### src/rtl/key_event_ctrl.sv
// Gesture scheduler for one debounced key.
// Classifies short/double/long/repeat gestures and steps a display-mode register.
module key_event_ctrl #(
    parameter int CLK_FRAC = 50,
    parameter int LONG_MS  = 1000,
    parameter int DCLK_MS  = 250,
    parameter int RPT_MS   = 200,
    parameter int MODE_NUM = 4,
    localparam int MODE_W  = $clog2(MODE_NUM)
) (
    input  logic              clk,
    input  logic              rst_n,
    input  logic              i_en,
    input  logic              i_key_pos,
    input  logic              i_key_neg,
    output logic              o_short,
    output logic              o_double,
    output logic              o_long,
    output logic              o_repeat,
    output logic [MODE_W-1:0] o_mode,
    output logic              o_busy
);

    localparam int TICK_N = CLK_FRAC * 1000;
    localparam int PW     = (TICK_N > 1) ? $clog2(TICK_N) : 1;
    localparam int MAX_A  = (LONG_MS > DCLK_MS) ? LONG_MS : DCLK_MS;
    localparam int MAX_MS = (MAX_A > RPT_MS) ? MAX_A : RPT_MS;
    localparam int TW     = $clog2(MAX_MS + 1);

    localparam logic [PW-1:0]     PRESC_END = PW'(TICK_N - 1);
    localparam logic [TW-1:0]     LONG_END  = TW'(LONG_MS - 1);
    localparam logic [TW-1:0]     DCLK_END  = TW'(DCLK_MS - 1);
    localparam logic [TW-1:0]     RPT_END   = TW'(RPT_MS - 1);
    localparam logic [TW-1:0]     TIMER_MAX = '1;
    localparam logic [MODE_W-1:0] MODE_LAST = MODE_W'(MODE_NUM - 1);

    typedef enum logic [2:0] {
        S_IDLE,
        S_PRESS1,
        S_WAIT2,
        S_PRESS2,
        S_HOLD
    } state_t;

    state_t            state_q, state_d;
    logic [PW-1:0]     presc_q, presc_d;
    logic [TW-1:0]     timer_q, timer_d;
    logic [MODE_W-1:0] mode_q, mode_d;
    logic              short_q, short_d;
    logic              double_q, double_d;
    logic              long_q, long_d;
    logic              repeat_q, repeat_d;

    logic              tick;
    logic              restart;
    logic [MODE_W-1:0] mode_inc;
    logic [MODE_W-1:0] mode_dec;

    // A deadline of N ms fires on the edge N*TICK_N cycles after the
    // restarting edge: the counters read N*TICK_N-1 just before it.
    assign tick     = (presc_q == PRESC_END);
    assign mode_inc = (mode_q == MODE_LAST) ? '0 : mode_q + 1'b1;
    assign mode_dec = (mode_q == '0) ? MODE_LAST : mode_q - 1'b1;

    // Next-state, event and mode decision for the gesture FSM
    always_comb begin
        state_d  = state_q;
        mode_d   = mode_q;
        short_d  = 1'b0;
        double_d = 1'b0;
        long_d   = 1'b0;
        repeat_d = 1'b0;
        if (!i_en) begin
            state_d = S_IDLE;
        end else begin
            case (state_q)
                S_IDLE: begin
                    if (i_key_pos && !i_key_neg) state_d = S_PRESS1;
                end
                S_PRESS1: begin
                    if (i_key_neg) begin
                        state_d = S_WAIT2;
                    end else if (tick && timer_q == LONG_END) begin
                        long_d  = 1'b1;
                        mode_d  = '0;
                        state_d = S_HOLD;
                    end
                end
                S_WAIT2: begin
                    if (i_key_pos && !i_key_neg) begin
                        state_d = S_PRESS2;
                    end else if (tick && timer_q == DCLK_END) begin
                        short_d = 1'b1;
                        mode_d  = mode_inc;
                        state_d = S_IDLE;
                    end
                end
                S_PRESS2: begin
                    if (i_key_neg) begin
                        double_d = 1'b1;
                        mode_d   = mode_dec;
                        state_d  = S_IDLE;
                    end
                end
                S_HOLD: begin
                    if (i_key_neg) begin
                        state_d = S_IDLE;
                    end else if (tick && timer_q == RPT_END) begin
                        repeat_d = 1'b1;
                        mode_d   = mode_inc;
                    end
                end
                default: state_d = S_IDLE;
            endcase
        end
    end

    // Timebase restarts on any state change, on each repeat and while idle
    always_comb begin
        restart = (state_d != state_q) || repeat_d || (state_q == S_IDLE);
        presc_d = tick ? '0 : presc_q + 1'b1;
        timer_d = timer_q;
        if (tick && timer_q != TIMER_MAX) timer_d = timer_q + 1'b1;
        if (restart) begin
            presc_d = '0;
            timer_d = '0;
        end
    end

    // Register state, timebase, mode and the one-shot event pulses
    always_ff @(posedge clk) begin
        if (!rst_n) begin
            state_q  <= S_IDLE;
            presc_q  <= '0;
            timer_q  <= '0;
            mode_q   <= '0;
            short_q  <= 1'b0;
            double_q <= 1'b0;
            long_q   <= 1'b0;
            repeat_q <= 1'b0;
        end else begin
            state_q  <= state_d;
            presc_q  <= presc_d;
            timer_q  <= timer_d;
            mode_q   <= mode_d;
            short_q  <= short_d;
            double_q <= double_d;
            long_q   <= long_d;
            repeat_q <= repeat_d;
        end
    end

    assign o_short  = short_q;
    assign o_double = double_q;
    assign o_long   = long_q;
    assign o_repeat = repeat_q;
    assign o_mode   = mode_q;
    assign o_busy   = (state_q != S_IDLE);

endmodule
### config.mk
export PLATFORM = sky130hd
export DESIGN_NAME = key_event_ctrl
export DESIGN_NICKNAME = d
export VERILOG_FILES = /design/src/rtl/key_event_ctrl.sv
export SDC_FILE = /design/constraint.sdc
export NUM_CORES = 1
export LEC_CHECK = 0
export ABC_AREA = 1
export CAP_MARGIN = 0
export CORE_MARGIN = 10
export CORE_UTILIZATION = 50
export CTS_CLUSTER_DIAMETER = 150
export DETAILED_ROUTE_END_ITERATION = 10
export HOLD_SLACK_MARGIN = 0.06
export PLACE_DENSITY = 0.67
export SLEW_MARGIN = 5
export SYNTH_ARGS = -nofsm -noshare
export SYNTH_HDL_FRONTEND = slang
export SYNTH_SLANG_ARGS = --single-unit
export TNS_END_PERCENT = 20
### constraint.sdc
create_clock -name clk -period 2.8 [get_ports clk]
set_clock_uncertainty 0.15 [all_clocks]
set_input_delay 0.42 -clock clk [delete_from_list [all_inputs] [get_ports clk]]
set_output_delay 0.42 -clock clk [all_outputs]
set_load 0.01 [all_outputs]
==> results.toml, run 1 <==
[sta]
tightest_slew_ns = 0.504
setup_tns_ns = 0
finalHoldViolations = 0
finalSetupViolCount = 0
period_share_pct = 78.5
fmax_ghz = 0.455
relSlewSlack_pct = 66.1
hold_ws_ns = 0.298
slew_violations = 0
period_needed_ns = 2.20
rsz0062_at_grt = "false"

[critical_path]
critical_path_depth = 10
cp_max_fo = 5
cpPeakStageDelay_ns = 0.45
worstRegToRegCells = 10
regToRegSetupSlack_ns = 0.60
crit_path_end_kind = "flip-flop"
crit_family = "simple AND/OR/NAND/NOR gates"
worstPathRequired_ns = 2.84
cp-startpoint = "presc_q[0]"
critPathKind = "flip-flop to flip-flop"
critPathLaunchType = "flip-flop"
path_buf_inv = 1
cp_slowest_cell = "nor3_1"
crit_path_frequent_cell = "nand2_1"
cp_cell_sequence = "ha_1 > nand3_1 > nor2_2 > nand2_1 > inv_1 > a21oi_1 > nor3_1 > nand2_1 > nand2_1 > nor2_1"
arrival_ns = 2.24
r2r_start = "presc_q[0]"

[logic_synthesis]
synth_xor_area_share_pct = 9.81
syn_area_per_cell_um2 = 7.49
synthDistinctLibCells = 26
yosysSeqAreaShare_pct = 34.1
synth_top_family_by_area = "simple AND/OR/NAND/NOR gates"
synth_area_leader_cell = "dfxtp_1"
yosys-top-cells-area = "dfxtp_1 (34%), nand2_1 (9.1%), nor2_1 (7.3%), nor2_4 (6.6%), nand3_1 (5.6%)"
yosysWarnings = 0
synth_seq_cells = 35
synth_compound_area_share_pct = 2.68
synth_top_area_share_pct = 34.1
syn_inst = 274
syn_nets = 284
synth_mux_area_share_pct = 2.74
synth-adder-area-share_pct = 3.05
yosys.area_share.simple_pct = 40.1
netlist_area_um2 = 2050

[finish]
nets = 302
diodes = 0
multi_input_area_um2 = 1200
n_fill_cell = 392
drive_gt1_share_pct = 16.0
stdcell_count = 343
area_growth_pct = 14.1
regArea_um2 = 701

[min_path]
hold_start = "presc_q[0]"
hp-class = "flip-flop to flip-flop"
hold_depth = 1

[clock_tree]
clk_path_buf_depth = 2
postCtsHoldBufs = 0
cts_setup_buffers = 0
cts_buffers = 5
cts_max_level = 2
cts_resized = 0
cts.clk_slew.worst_paths_ns = 0.08
tritoncts = "yes"
clk_latency_ns = 0.29
cts_sinks = 35
cts-root-buf = "clkbuf_8"

[floorplanning]
start_util_pct = 51.3
coreArea_um2 = 4000
die_x_um = 84.1
io_pins = 12
row_count = 23
die_y_um = 84.1
die-area_um2 = 7070

[placed_design]
dp.cells = 335
io_buffers = 11
dpl.hpwl_um = 2900
gp_congestion = 0.911

[global_route]
grt_pass1_wl_um = 6960
first_global_vias = 1654
grt_max_degree = 17
grt_use_total_pct = 11.4
grt_antenna_before_repair = 0
overflow = 0

[detailed_routing]
wirelength_um = 3910
drt_iter0_drc = 153
routed_via_density = 4.95
drt-pass1-iter-count = 4
dr_total_vias = 1698
wl_per_cell_um = 11.4
drcViolationCount = 0
postRouteAntennaNets = 0

[power]
power_density_nw_per_um2 = 428
peakVddDrop_mv = 0.299
leakagePower_nw = 0.900

[flow_run]
drv_cap = 0

[status]
status = "completed"
worst register-to-register path, cell delays in order, from the launching register on:
cell,delay [ns]
dfxtp_1,0.36
ha_1,0.19
nand3_1,0.19
nor2_2,0.19
nand2_1,0.12
inv_1,0.15
a21oi_1,0.09
nor3_1,0.45
nand2_1,0.09
nand2_1,0.08
nor2_1,0.04
routing by layer:
layer | wire (um) | GRT usage [%]
met5 | 0 | 0
met4 | 51 | 5.33
met3 | 165 | 3.03
met2 | 1820 | 18.4
met1 | 1880 | 13.7
state kept, by name (all words and copies together) (netlist names):
register	cells
presc_q	16
timer_q	10
state_q	3
o_mode	2
o_double	1
o_long	1
o_repeat	1
o_short	1
cell families (layout without fill, tap and decap cells):
logic type,after synthesis,count (layout)
AO/OA/AOI/OAI,10,10
XOR/XNOR,23,23
adder cells (fa/ha/maj),5,5
buffers and inverters,36,55
flip-flops,35,35
multiplexers,5,5
AND/OR/NAND/NOR,160,160
layout make-up:
class                           count  share of cell area [%]
Multi-Input combinational cell    203                    51.1
Sequential cell                    35                    29.9
Timing Repair Buffer               14                    6.19
Inverter                           33                    5.29
Clock buffer                        5                    2.94
Tap cell                           50                    2.67
Clock inverter                      3                    1.87
stage by stage:
step / setup WS (ns) / total power (W) / cell area, um2 / util (%)
finish: 0.601 / 0.00100 / 2340 / 58.6
global route: 0.315 / 0.00104 / 2340 / 58.6
CTS: 0.567 / 0.00102 / 2340 / 58.6
detailed placement: 0.355 / 0.000555 / 2230 / 55.8
global placement: 0.424 / 0.000556 / 2230 / 55.8
floorplan: 0.857 / 0.000539 / 2050 / -
Yosys cell counts:
cell       instances
dfxtp_1           35
nor2_1            40
o21ai_1            1
mux2_2             5
a21oi_1            4
nand3_1           23
buf_2              2
and3_1            10
inv_2              5
nor2_2             5
o21ai_0            3
ha_1               5
nand2_1           50
nor2_4            12
nand2_2            5
nand4_1            4
nor3_1             7
xnor2_1           13
xor2_1            10
a2111oi_0          1
inv_1             28
a31oi_1            1
nand3_4            1
nor3_2             2
nor3b_2            1
buf_12             1
power breakdown:
group,switching (W),internal (W)
clock,0.000193,0.000265
combinational,0.0000253,0.0000172
sequential,0.00000224,0.000499
total,0.000221,0.000781
worst paths after layout:
| path | to |
|---|---|
| setup reg to reg | o_mode[1] |
| setup / recovery | o_mode[1] |
| hold / removal | presc_q[0] |
| hold reg to reg | presc_q[0] |
layout by cell type (no fill, tap or decap), drive strengths merged:
cell type,synthesis,final
bufinv,0,1
nand2,55,55
inv,33,33
xor2,10,10
ha,5,5
nand3,24,24
xnor2,13,13
a2111oi,1,1
clkbuf,0,5
nor3,9,9
mux2,5,5
a21oi,4,4
o21ai,4,4
dfxtp,35,35
a31oi,1,1
buf,3,3
and3,10,10
nor2,57,57
clkdlybuf4s50,0,11
nor3b,1,1
clkinv,0,2
nand4,4,4
Note: power is estimated with default switching activity, not from simulation.
==> run 2, diff against run 1 <==
--- a/config.mk
+++ b/config.mk
@@ -12,7 +12,7 @@
 export CTS_CLUSTER_DIAMETER = 150
 export DETAILED_ROUTE_END_ITERATION = 10
 export HOLD_SLACK_MARGIN = 0.06
-export PLACE_DENSITY = 0.67
+export PLACE_DENSITY = 0.69
 export SLEW_MARGIN = 5
 export SYNTH_ARGS = -nofsm -noshare
 export SYNTH_HDL_FRONTEND = slang
==> constraint.sdc (replaced) <==
create_clock -name clk -period 1.9 [get_ports clk]
set_clock_uncertainty 0.15 [all_clocks]
set_input_delay 0.285 -clock clk [delete_from_list [all_inputs] [get_ports clk]]
set_output_delay 0.285 -clock clk [all_outputs]
set_load 0.01 [all_outputs]
==> run 2 against run 1 <==
Against the previous run: sequential power up 47%; final cell count up 20%; setup slack worse by 0.74 ns; register-to-register slack worse by 0.74 ns; first-iteration DRC count down 7.2%; the run now ends with negative setup slack left; hold slack worse by 0.092 ns; total power up 39%; final area up 32%; global-route usage up 3.5 points; critical path depth up 4.
==> results.toml, run 2 (synthesized netlist as in run 1, its figures left out) <==
[finish]
diodes = 0
n_fill_cell = 279
nets = 371
area_growth_pct = 50.5
layout_commonest_cell = "buf_4"
most-common-layout-cells = "buf_4 (70), nand2_1 (43), nor2_1 (27)"
top_regs = "presc_q (16), timer_q (10), state_q (3)"
drive_gt1_share_pct = 43.8
largest_register_ffs = 16
largest_register = "presc_q"

[detailed_routing]
routed_via_density = 5.03
wirelength_um = 5480
postRouteAntennaNets = 0
drt_iter0_drc = 142
drcViolationCount = 0
dr_total_vias = 2066
drt-pass1-iter-count = 4
wl_per_cell_um = 13.3

[floorplanning]
start_util_pct = 51.3
die_x_um = 84.1
die_y_um = 84.1
io_pins = 12
coreArea_um2 = 4000
row_count = 23
die-area_um2 = 7070

[power]
switching_share_pct = 23.7
peakVddDrop_mv = 0.384
clockPowerShare_pct = 40.1
pwr-share-comb_pct = 6.9
power.switching_w = 0.000329
leakagePower_nw = 1.28
power_density_nw_per_um2 = 451
p_seq_share_pct = 53.0
power.internal_w = 0.00106

[critical_path]
cp-startpoint = "timer_q[0]"
crit_path_end_kind = "flip-flop"
critPathLaunchType = "flip-flop"
cp_max_fo = 8
cp_slowest_cell = "dfxtp_2"
crit_path_frequent_cell = "nor2_4"
arrival_ns = 2.06
cp_cell_sequence = "ha_4 > nand2_4 > nor2_4 > nand2_2 > buf_4 > nor2_4 > nand3_2 > nand3_1 > inv_1 > nand2_2 > nor2_4 > nand3_4 > buf_12 > nor2_4"
cpPeakStageDelay_ns = 0.36
r2r_start = "timer_q[0]"
critPathKind = "flip-flop to flip-flop"
worstPathRequired_ns = 1.92

[placed_design]
dpl.hpwl_um = 3530
dpl_worst_slack_ns = -0.325
io_buffers = 11
gp_congestion = 0.882

[clock_tree]
tritoncts = "yes"
clk_path_buf_depth = 2
cts.clk_slew.worst_paths_ns = 0.08
cts-root-buf = "clkbuf_8"
clk_latency_ns = 0.29
cts_buffers = 5
cts_sinks = 35
postCtsHoldBufs = 0
cts_max_level = 2

[global_route]
first_global_vias = 2055
grt_pass1_wl_um = 8960
use_met2_pct = 27.1
grtUsageMet1_pct = 16.1
grt_use_total_pct = 14.9
grt_max_degree = 11
grt_antenna_before_repair = 0
overflow = 0
gr-usage-met3_pct = 3.61
top_usage_layer = "met2"

[sta]
rsz0062_at_grt = "true"
slew_violations = 0
finalSetupViolCount = 29
period_share_pct = 107
relSlewSlack_pct = 75.9
fmax_ghz = 0.492
tightest_slew_ns = 0.358
period_needed_ns = 2.03
finalHoldViolations = 0
fin_ws_ns = -0.134
setup_tns_ns = -2.87

[flow_run]
drv_cap = 0

[status]
status = "finished with violations"
failed_checks = "negative setup slack"

[min_path]
hold_start = "i_key_neg"
hp-class = "input pin to flip-flop"
-- run 2: cell types whose count changed in the layout (fill, tap and decap cells not counted), sizes merged --
cell           before  now
buf                 3   72
clkdlybuf4s50      11    9
bufinv              1    0
clkbuf              5    6
clkinv              2    1
dlygate4sd2         0    1
dlymetal6s2s        0    1
-- run 2: area by class of cell --
cell class / instances / area, um2 / share of cell area [%]
multi-input combinational: 203 / 1420 / 45.9
sequential: 35 / 717 / 23.2
timing repair buffer: 83 / 677 / 21.9
inverter: 33 / 126 / 4.09
clock buffer: 6 / 82.6 / 2.67
tap: 50 / 62.6 / 2.03
clock inverter: 1 / 5.00 / 0.162
-- run 2: worst max-delay path: cells and delay by family (launching register included) --
kind                       cells  cell delay (ns)
buffers and inverters          3             0.40
and+or+nand+nor               10             0.83
DFF                            1             0.36
adders and majority gates      1             0.16
-- run 2: final timing paths --
check	cells past startpoint	slack [ns]	endpoint
setup / recovery	14	-0.13	presc_q[4]
hold / removal	3	0.21	o_long
setup reg to reg	14	-0.13	presc_q[4]
hold reg to reg	2	0.36	presc_q[0]
-- run 2: per-stage QoR --
step | power, W | cell area, um2 | cells | hold WS, ns | util, %
after floorplan | 0.000794 | 2060 | 274 | 0.214 | -
after global placement | 0.000838 | 2670 | 390 | 0.350 | 66.6
after detailed placement | 0.000838 | 2670 | 390 | 0.366 | 66.6
after CTS | 0.00139 | 2940 | 406 | 0.373 | 73.6
after global routing | 0.00144 | 3090 | 411 | 0.219 | 77.2
final | 0.00139 | 3090 | 411 | 0.205 | 77.2
-- run 2: power by group through the flow --
| stage | clock network [W] | registers (W) | logic [W] |
|---|---|---|---|
| 5_1_grt | 0.000597 | 0.000738 | 0.000103 |
| 3_3_place_gp | 0 | 0.000756 | 0.0000817 |
| 2_1_floorplan | 0 | 0.000756 | 0.0000376 |
| 3_5_place_dp | 0 | 0.000756 | 0.0000819 |
| 4_1_cts | 0.000563 | 0.000739 | 0.0000892 |
| 6_report | 0.000559 | 0.000738 | 0.0000958 |
-- run 2: what timing repair did --
item,CTS,global route
endpoints found under the setup margin,29,29
endpoints found under the hold margin,0,0
buffers inserted,9,5
gates resized for setup,35,30
cloned,0,0
pin swaps,14,16
-- run 2: routing by layer --
| metal | wire length [um] | part of all wire (%) |
|---|---|---|
| met3 | 254 | 4.6 |
| met5 | 0 | 0 |
| met1 | 2220 | 40 |
| met4 | 98 | 1.8 |
| met2 | 2910 | 53 |
==> run 3, diff against run 2 <==
--- a/config.mk
+++ b/config.mk
@@ -11,8 +11,9 @@
 export CORE_UTILIZATION = 50
 export CTS_CLUSTER_DIAMETER = 150
 export DETAILED_ROUTE_END_ITERATION = 10
+export DONT_BUFFER_PORTS = 1
 export HOLD_SLACK_MARGIN = 0.06
-export PLACE_DENSITY = 0.69
+export PLACE_DENSITY = 0.66
 export SLEW_MARGIN = 5
 export SYNTH_ARGS = -nofsm -noshare
 export SYNTH_HDL_FRONTEND = slang
==> run 3 against run 2 <==
Against the previous run: clock power decreased by 12%; global-route usage decreased by 1.2 points; final area decreased by 6.4%; total power decreased by 6.1%; first-iteration DRC count increased by 3.5%; the run still ends with negative setup slack left; utilization decreased by 5.0 points; highest routed layer unchanged.
==> results.toml, run 3 (synthesized netlist as in run 1, its figures left out) <==
[status]
status = "finished with violations"
failed_checks = "negative setup slack"

[finish]
nets = 345
largest_register = "presc_q"
area_growth_pct = 40.8
diodes = 0
top_regs = "presc_q (16), timer_q (10), state_q (3)"
drive_gt1_share_pct = 41.0
most-common-layout-cells = "buf_4 (47), nand2_1 (44), inv_1 (28)"
largest_register_ffs = 16
stdcell_count = 384
layout_commonest_cell = "buf_4"
utilization_pct = 72.3

[placed_design]
dpl.hpwl_um = 3450
gp_congestion = 0.908
io_buffers = 0
dp.cells = 369

[critical_path]
critPathKind = "flip-flop to flip-flop"
arrival_ns = 2.08
worstPathRequired_ns = 1.98
critPathLaunchType = "flip-flop"
cp_max_fo = 5
regToRegSetupSlack_ns = -0.10
crit_path_end_kind = "flip-flop"

[detailed_routing]
routed_via_density = 5.01
wl_per_cell_um = 12.7
met3WireLength_um = 241
dr.max_layer_used = "met4"
wl_met2_um = 2460
wirelength_um = 4880
drcViolationCount = 0
postRouteAntennaNets = 0
drt-pass1-iter-count = 5
met1Wirelength_um = 2010
dr_total_vias = 1924
drt_iter0_drc = 147

[clock_tree]
cts_buffers = 5
clk_path_buf_depth = 2
cts_sinks = 35
clk_latency_ns = 0.29
cts_max_level = 2
tritoncts = "yes"
cts-root-buf = "clkbuf_8"
cts.clk_slew.worst_paths_ns = 0.07

[sta]
finalHoldViolations = 0
rsz0062_at_grt = "true"
relSlewSlack_pct = 74.5
fin_ws_ns = -0.102
period_needed_ns = 2.00
hold_ws_ns = 0.0902
slew_violations = 0
period_share_pct = 105
fmax_ghz = 0.499
tightest_slew_ns = 0.373
finalSetupViolCount = 20

[floorplanning]
start_util_pct = 51.3
die_y_um = 84.1
coreArea_um2 = 4000
row_count = 23
io_pins = 12
die_x_um = 84.1
die-area_um2 = 7070

[power]
power_w = 0.00131
power_density_nw_per_um2 = 453
leakagePower_nw = 1.13
peakVddDrop_mv = 0.317

[flow_run]
drv_cap = 0

[global_route]
overflow = 0
first_global_vias = 1941
grt_max_degree = 11
grt_pass1_wl_um = 8200
grt_antenna_before_repair = 0
grt_use_total_pct = 13.7

[min_path]
hp-class = "input pin to flip-flop"
## run 3: timing repair
action,CTS,global route
hold endpoints to repair,9,0
setup endpoints to repair,27,29
resized for setup,21,41
buffers inserted,3,2
pin swaps,14,12
hold buffers,4,0
## run 3: final timing paths
| path | startpoint | end | depth (start not counted) |
|---|---|---|---|
| worst min register to register | presc_q[0] | presc_q[0] | 2 |
| worst max-delay path | timer_q[0] | presc_q[4] | 13 |
| worst min-delay path | i_key_neg | o_double | 2 |
| worst max register to register | timer_q[0] | presc_q[4] | 13 |
## run 3: per-stage QoR
step	instance area, um2	worst slack, ns	TNS, ns
3_3_place_gp	2500	-0.0818	-1.16
6_report	2890	-0.102	-1.15
2_1_floorplan	2060	0.00873	0
5_1_grt	2890	-0.217	-3.80
4_1_cts	2720	-0.0895	-1.05
3_5_place_dp	2500	-0.177	-2.09
## run 3: layout make-up
cell class / instances / area [um2]
multi-input combinational: 203 / 1420
fill: 318 / 1110
sequential: 35 / 716
timing repair buffer: 57 / 495
inverter: 33 / 124
clock buffer: 6 / 72.6
tap: 50 / 62.6
## run 3: critical path, stage by stage, from the launching register on
cell and delay, ns:
dfxtp_2 0.36, buf_6 0.12, ha_4 0.14, nand3_4 0.08, nor2_4 0.16, nand3_2 0.11
nand2_2 0.09, nand2_4 0.06, nand2_4 0.07, nor2_2 0.05, nor2_4 0.14, nand3_4 0.14
buf_12 0.17, nor2_2 0.09
## run 3: where the power goes
| group | internal (W) | switching (W) |
|---|---|---|
| Clock | 0.000244 | 0.000250 |
| Sequential | 0.000735 | 0.00000429 |
| Combinational | 0.0000335 | 0.0000411 |
## run 3: metal layers
metal / vias up / track usage [%]
met5: - / 0
met4: 0 / 7.91
met3: 16 / 3.22
met2: 59 / 23.0
met1: 861 / 15.4
li1: 988 / -
